==> config.mk <==
export PLATFORM = sky130hd
export DESIGN_NAME = rv32i_fetch
export DESIGN_NICKNAME = d
export VERILOG_FILES = /design/src/rtl/rv32i_fetch.sv
export SDC_FILE = /design/constraint.sdc
export NUM_CORES = 1
export LEC_CHECK = 0
export ABC_AREA = 1
export BUFFER_PORTS_ARGS = -buffer_cell sky130_fd_sc_hd__clkbuf_2
export CAP_MARGIN = 0
export CORE_MARGIN = 4
export CORE_UTILIZATION = 63
export CTS_CLUSTER_SIZE = 28
export DETAILED_ROUTE_END_ITERATION = 7
export PLACE_DENSITY = 0.92
export SYNTH_ARGS = -nofsm -noshare
export SYNTH_HDL_FRONTEND = slang
export SYNTH_SLANG_ARGS = --single-unit
==> constraint.sdc <==
create_clock -name clk -period 11.93 [get_ports clk]
set_input_delay 0.5965 -clock clk [delete_from_list [all_inputs] [get_ports clk]]
set_output_delay 0.5965 -clock clk [all_outputs]
set_load 0.005 [all_outputs]
==> src/rtl/rv32i_fetch.sv <==
// rv32i_fetch: RV32I fetch stage with credit-limited imem requests, instruction FIFO and redirect flush
module rv32i_fetch #(
    parameter logic [31:0] RESET_PC   = 32'h0000_0000,
    parameter int          FIFO_DEPTH = 4
) (
    input  logic        clk,
    input  logic        rst_n,
    output logic        imem_req_valid,
    output logic [31:0] imem_req_addr,
    input  logic        imem_req_ready,
    input  logic        imem_rsp_valid,
    input  logic [31:0] imem_rsp_data,
    input  logic        redirect_valid,
    input  logic [31:0] redirect_pc,
    output logic        instr_valid,
    output logic [31:0] instr,
    output logic [31:0] instr_pc,
    input  logic        instr_ready
);
    localparam int AW = $clog2(FIFO_DEPTH);
    localparam int CW = AW + 1;
    localparam logic [CW:0] DEPTH = (CW + 1)'(FIFO_DEPTH);

    logic [31:0]   fetch_pc_q, fetch_pc_d, rsp_pc_q, rsp_pc_d;
    logic [CW-1:0] occ_q, occ_d, out_q, out_d, drop_q, drop_d;
    logic [AW-1:0] rd_q, rd_d, wr_q, wr_d;
    logic [31:0]   data_mem [FIFO_DEPTH];
    logic [31:0]   pc_mem   [FIFO_DEPTH];
    logic          req_fire, rsp_fire, keep, deq;
    logic [31:0]   target;
    logic          unused_ok;

    assign unused_ok      = ^redirect_pc[1:0];
    assign target         = {redirect_pc[31:2], 2'b00};
    assign imem_req_valid = rst_n && (({1'b0, occ_q} + {1'b0, out_q}) < DEPTH);
    assign imem_req_addr  = fetch_pc_q;
    assign req_fire       = imem_req_valid && imem_req_ready;
    assign rsp_fire       = imem_rsp_valid && (out_q != '0);
    assign keep           = rsp_fire && (drop_q == '0) && !redirect_valid;
    assign instr_valid    = occ_q != '0;
    assign deq            = instr_valid && instr_ready && !redirect_valid;
    assign instr          = instr_valid ? data_mem[rd_q] : 32'h0;
    assign instr_pc       = instr_valid ? pc_mem[rd_q] : 32'h0;

    // Next state: redirect clears the FIFO and turns every in-flight request into a drop
    always_comb begin
        out_d      = out_q + CW'(req_fire) - CW'(rsp_fire);
        fetch_pc_d = redirect_valid ? target : req_fire ? fetch_pc_q + 32'd4 : fetch_pc_q;
        rsp_pc_d   = redirect_valid ? target : keep ? rsp_pc_q + 32'd4 : rsp_pc_q;
        occ_d      = redirect_valid ? '0 : occ_q + CW'(keep) - CW'(deq);
        drop_d     = redirect_valid ? out_d : drop_q - CW'(rsp_fire && (drop_q != '0));
        wr_d       = redirect_valid ? '0 : wr_q + AW'(keep);
        rd_d       = redirect_valid ? '0 : rd_q + AW'(deq);
    end

    // Control state registers
    always_ff @(posedge clk or negedge rst_n) begin
        if (!rst_n) begin
            fetch_pc_q <= RESET_PC;
            rsp_pc_q   <= RESET_PC;
            occ_q      <= '0;
            out_q      <= '0;
            drop_q     <= '0;
            rd_q       <= '0;
            wr_q       <= '0;
        end else begin
            fetch_pc_q <= fetch_pc_d;
            rsp_pc_q   <= rsp_pc_d;
            occ_q      <= occ_d;
            out_q      <= out_d;
            drop_q     <= drop_d;
            rd_q       <= rd_d;
            wr_q       <= wr_d;
        end
    end

    // FIFO storage: kept responses written with the PC they belong to
    always_ff @(posedge clk) begin
        if (keep) begin
            data_mem[wr_q] <= imem_rsp_data;
            pc_mem[wr_q]   <= rsp_pc_q;
        end
    end
endmodule
==> flow_metrics.py, run 1 <==
metrics = {
    "cells_and_area": {
        "insertedDiodeCount": 0,
        "finish.net_count": 1707,
        "area_growth_pct": 13.2,
        "drive_gt1_share_pct": 16.8,
    },
    "global_route": {
        "grt_overflow": 0,
        "antenna_found_initial": 0,
        "grt_max_degree": 113,
        "grt_pass1_vias": 11300,
        "track_usage_pct": 27.0,
        "grt_pass1_wl_um": 56600,
    },
    "die": {
        "rows": 55,
        "fp.dieArea_um2": 25800,
        "fp.dieW_um": 161,
        "io_pins": 168,
        "core-area_um2": 22800,
        "start_util_pct": 64.5,
        "die_y_um": 161,
    },
    "critical_path": {
        "critPathKind": "flop to output pin",
        "critPathCaptureType": "output pin",
        "cp.required_ns": 11.33,
        "path_max_fanout": 98,
        "crit_arrival_ns": 2.99,
        "rrSetupSlack_ns": 9.13,
        "startpoint_type": "flop",
    },
    "drt": {
        "detail_route.first_pass.iterations": 5,
        "drt-vias-per-instance": 5.81,
        "vias": 11400,
        "initialDrtViolationCount": 1217,
        "wl_per_cell_um": 18.2,
        "drc": 0,
        "ant_nets": 0,
        "wl_um": 35700,
    },
    "clocking": {
        "ctsHoldBuffers": 0,
        "cts_sinks": 321,
        "cts_resized": 0,
        "cts_tree": "done",
        "clock-root-buffer": "clkbuf_16",
        "cts_made_buffers": 30,
        "clkLatencyLatePin_ns": 0.54,
        "htree_levels": 1,
        "clkSlewWorstSetupHoldPaths_ns": 0.07,
        "cts_max_path_buffers": 3,
        "postCtsSetupBuffers": 0,
    },
    "pwr": {
        "p_int_uw": 2060,
        "ir_drop_uv": 122,
        "pwr-share-clk_pct": 29.8,
        "combPwrFrac_pct": 23.0,
        "p_leak_uw": 0.00661,
        "p_seq_share_pct": 47.2,
        "p_sw_uw": 960,
        "powerDensity_nw_per_um2": 181,
        "p_sw_share_pct": 31.8,
    },
    "run": {
        "cap_viol_max_count": 0,
    },
    "sta": {
        "finalClockSkew_ns": 0.0128,
        "fin_setup_tns_ns": 0,
        "post-route-min-period_ns": 3.58,
        "maxSlewViolCount": 0,
        "hold_viol_final": 0,
        "worstMarginPinSlew_ns": 1.06,
        "fin_crit_sh_pct": 30.0,
        "fmax_ghz": 0.279,
        "holdWs_ns": 0.0404,
        "final-setup-viol-count": 0,
        "slew_headroom_pct": 29.6,
        "grt_setup_unrepaired": "no",
    },
    "synth": {
        "synth.distinct_cells": 37,
        "yosysWarnings": 0,
        "ys_seq_area_share_pct": 63.1,
        "synthFlopType": "edfxtp_1",
        "async_flop_share_pct": 22.7,
        "synth_edf_count": 248,
        "synth.avg_cell_area_um2": 9.93,
        "ys_ff_latch": 321,
        "synth.cell_area_um2": 14700,
        "postSynthCellCount": 1480,
    },
    "place": {
        "port_buffers": 161,
        "routabilityCongestion": 1.02,
        "hpwl_um": 21900,
    },
    "outcome": {
        "status": "finished, final reports clean",
    },
    "min_path": {
        "min_path_type": "input pin to async pin",
    },
}
metal layers:
layer / part of all wire [%] / global-route usage (%) / vias up
met4: 2.8 / 9.31 / 0
met3: 9.4 / 4.11 / 84
li1: - / - / 5279
met5: 0 / 0 / -
met2: 48 / 45.5 / 605
met1: 39 / 36.3 / 5423
sequential cells by signal, summed over array words and instances, names as in the netlist, 3 cells and up:
name,count
rsp_pc_q,30
occ_q,3
imem_req_addr,30
data_mem,128
drop_q,3
pc_mem,120
out_q,3
worst max-delay path, stage by stage, from the launching register on:
cell,delay [ns]
dfrtp_4,0.62
buf_4,0.86
nor2_1,0.15
nor2_1,0.16
o21ai_0,0.13
a21oi_1,0.30
clkbuf_2,0.17
area by class of cell:
class	count	area, µm²
Clock buffer	41	833
Clock inverter	15	101
Fill cell	1497	6130
Inverter	104	393
Multi-Input combinational cell	993	4750
Sequential cell	321	9280
Tap cell	313	392
Timing Repair Buffer	173	896
cells by family after synthesis:
| logic type | after synthesis | share of synthesized area (%) |
|---|---|---|
| XOR/XNOR | 23 | 1.37 |
| other | 1 | 0.0255 |
| flip-flops | 321 | 63.1 |
| adder cells (fa/ha/maj) | 14 | 1.29 |
| AND/OR/NAND/NOR | 703 | 20.6 |
| AO/OA/AOI/OAI | 249 | 8.83 |
| buffers and inverters | 169 | 4.84 |
power by group through the flow:
stage,sequential [µW],clock [µW],combinational (µW)
after floorplan,1410,0,436
after global placement,1440,0,657
after detailed placement,1440,0,686
after CTS,1420,908,694
after global routing,1440,954,781
final,1420,900,695
metrics by stage:
step	cell area (µm²)	cells	power (µW)	util (%)	worst slack (ns)
2_1_floorplan	14700	1483	1840	-	6.05
3_3_place_gp	15700	1904	2090	69.0	8.97
3_5_place_dp	15700	1904	2130	69.0	8.88
4_1_cts	16600	1960	3020	73.1	8.36
5_1_grt	16600	1960	3170	73.1	8.21
6_report	16600	1960	3020	73.1	8.35
placed cells by master, fill, tap and decap left out, types with 31 or more instances in the layout:
| master | instances |
|---|---|
| nor2_1 | 324 |
| dfrtp_1 | 71 |
| a21oi_1 | 73 |
| clkbuf_2 | 160 |
| o21ai_0 | 151 |
| inv_1 | 93 |
| nand3_1 | 74 |
| clkbuf_16 | 31 |
| nand2_1 | 219 |
| edfxtp_1 | 248 |
path summary, 6_finish.rpt:
path,from,endpoint,cells after the start
max,rd_q[0]$_DFF_PN0_,instr_pc[12],6
min,rst_n,imem_req_addr[22]$_DFFE_PN0N_,2
max reg2reg,out_q[1]$_DFF_PN0_,pc_mem[1][28]$_DFFE_PP_,9
min reg2reg,out_q[2]$_DFF_PN0_,out_q[2]$_DFF_PN0_,1
max in group asynchronous,rst_n,rd_q[0]$_DFF_PN0_,3
min in group clk,imem_rsp_data[9],data_mem[2][9]$_DFFE_PP_,1
cells in the mapped netlist, drive strengths merged (14+ instances only):
master | count | area, µm²
a21oi | 75 | 383
buf | 38 | 216
clkbuf | 27 | 101
dfrtp | 73 | 1830
edfxtp | 248 | 7450
inv | 104 | 393
nand2 | 234 | 926
nand3 | 77 | 400
nand4 | 19 | 119
nor2 | 344 | 1400
nor3 | 22 | 130
o211ai | 14 | 105
o21ai | 155 | 776
xor2 | 16 | 140
No activity file was read; power rests on OpenSTA's default activity.
==> run 2: changes to the inputs <==
Settings changed: CORE_UTILIZATION 63 to 53, PLACE_DENSITY 0.92 to 0.83.
Clock period 11.93 ns to 3.2 ns, I/O delays scaled along.
==> flow_metrics.py, run 2 (same netlist as run 1, synthesis figures left out) <==
metrics = {
    "critical_path": {
        "cp.required_ns": 3.04,
        "r2r-end": "drop_q[2]$_DFF_PN0_",
        "critPathCaptureType": "output pin",
        "r2r_cells": 11,
        "crit_start": "rd_q[0]$_DFF_PN0_",
        "critPathKind": "flop to output pin",
        "startpoint_type": "flop",
        "crit-reg2reg-launch": "out_q[2]$_DFF_PN0_",
        "crit_arrival_ns": 2.66,
        "rrSetupSlack_ns": 0.64,
        "path_max_fanout": 60,
        "critPathCapture": "instr_pc[17]",
    },
    "outcome": {
        "status": "finished, final reports clean",
    },
    "clocking": {
        "postCtsSetupBuffers": 0,
        "cts_resized": 0,
        "clkLatencyLatePin_ns": 0.52,
        "cts_sinks": 321,
        "cts_max_path_buffers": 3,
        "ctsHoldBuffers": 60,
        "htree_levels": 2,
        "cts_made_buffers": 34,
        "cts_tree": "done",
        "clock-root-buffer": "clkbuf_16",
        "clkSlewWorstSetupHoldPaths_ns": 0.06,
    },
    "sta": {
        "final-setup-viol-count": 0,
        "maxSlewViolCount": 0,
        "finalClockSkew_ns": 0.0162,
        "worstMarginPinSlew_ns": 0.849,
        "post-route-min-period_ns": 2.82,
        "fin_setup_tns_ns": 0,
        "fin_ws_ns": 0.375,
        "fmax_ghz": 0.354,
        "holdWs_ns": 0.0465,
        "grt_setup_unrepaired": "no",
        "hold_viol_final": 0,
        "slew_headroom_pct": 43.4,
        "fin_crit_sh_pct": 88.3,
    },
    "global_route": {
        "grt_pass1_vias": 11600,
        "grt_overflow": 0,
        "track_usage_pct": 24.3,
        "antenna_found_initial": 0,
        "grt_max_degree": 67,
        "grt_pass1_wl_um": 59900,
    },
    "cells_and_area": {
        "layout_commonest_cell": "nor2_1",
        "finish.net_count": 1781,
        "regMostFlops": "data_mem",
        "final_cell_mix": "324 x nor2_1, 248 x edfxtp_1, 219 x nand2_1, 160 x clkbuf_2, 151 x o21ai_0",
        "postLayoutCoreUtil_pct": 65.1,
        "reg.largest.list": "data_mem x128, pc_mem x120",
        "area_growth_pct": 20.1,
        "largest_register_ffs": 128,
        "n_fill_cell": 2008,
        "drive_gt1_share_pct": 16.9,
        "insertedDiodeCount": 0,
    },
    "die": {
        "start_util_pct": 54.2,
        "io_pins": 168,
        "die_y_um": 175,
        "core-area_um2": 27100,
        "fp.dieArea_um2": 30500,
        "rows": 60,
        "fp.dieW_um": 175,
    },
    "pwr": {
        "powerDensity_nw_per_um2": 679,
        "p_leak_uw": 0.00704,
        "ir_drop_uv": 486,
    },
    "run": {
        "cap_viol_max_count": 0,
    },
    "drt": {
        "initialDrtViolationCount": 1151,
        "drt-vias-per-instance": 5.55,
        "detail_route.first_pass.iterations": 5,
        "ant_nets": 0,
        "wl_per_cell_um": 18.1,
        "drc": 0,
        "wl_um": 37800,
        "vias": 11600,
    },
    "place": {
        "pre_cts_ws_ns": 0.600,
        "hpwl_um": 23600,
        "routabilityCongestion": 0.953,
        "port_buffers": 161,
    },
    "min_path": {
        "min_path_type": "input pin to flop",
    },
}
-- run 2: cell count changes in the layout (fill, tap and decap cells not counted), moves of 2 or more --
cell / delta
dlygate4sd3_1: +60
buf_4: +6
buf_12: +4
clkbuf_16: +4
nor3_2: -4
nor3_4: +4
bufinv_16: +3
clkinv_1: -2
clkinv_8: +2
-- run 2: how the worst min path moves through the flow --
stage                                from                             to  cells past startpoint
after detailed placement            rst_n  imem_req_addr[24]$_DFFE_PN0N_                      2
after CTS                 redirect_pc[26]       rsp_pc_q[26]$_DFFE_PN0N_                      5
final                     redirect_pc[26]       rsp_pc_q[26]$_DFFE_PN0N_                      5
after global routing      redirect_pc[26]       rsp_pc_q[26]$_DFFE_PN0N_                      5
after floorplan                     rst_n            drop_q[0]$_DFF_PN0_                      0
after global placement              rst_n  imem_req_addr[30]$_DFFE_PN0N_                      2
-- run 2: layer usage --
layer / track usage [%] / up-vias / share of wire (%)
met5: 0 / - / 0
met4: 7.69 / 0 / 2.5
met3: 4.68 / 71 / 9.3
met2: 40.8 / 597 / 48
met1: 32.1 / 5505 / 40
li1: - / 5438 / -
-- run 2: power by group --
| part | switching (µW) | leakage, µW | internal, µW | total (µW) |
|---|---|---|---|---|
| combinational | 1720 | 0.00337 | 972 | 2690 |
| sequential | 468 | 0.00312 | 4880 | 5350 |
| clock | 1580 | 0.000540 | 2360 | 3940 |
| total | 3770 | 0.00704 | 8210 | 12000 |
-- run 2: per-stage QoR --
step           total power [µW]  cell area, µm²  std cells
2_1_floorplan              6860           14700       1483
3_3_place_gp               7900           15900       1973
3_5_place_dp               8010           15900       1973
4_1_cts                   12000           17600       2092
5_1_grt                   12600           17600       2092
6_report                  12000           17600       2092
-- run 2: worst max-delay path, cell delays in order, from the launching register on --
cell	delay [ns]
dfrtp_4	0.87
buf_4	0.54
nor2_1	0.12
nor2_1	0.12
o21ai_0	0.11
a21oi_1	0.19
clkbuf_2	0.15
-- run 2: area by class of cell --
cell class	instances	area, µm²	share of cell area [%]
clock buffer	44	920	5.21
clock inverter	15	195	1.11
inverter	104	393	2.23
multi-input combinational	993	4770	27.1
sequential	321	9280	52.6
tap	372	465	2.64
timing repair buffer	243	1620	9.19
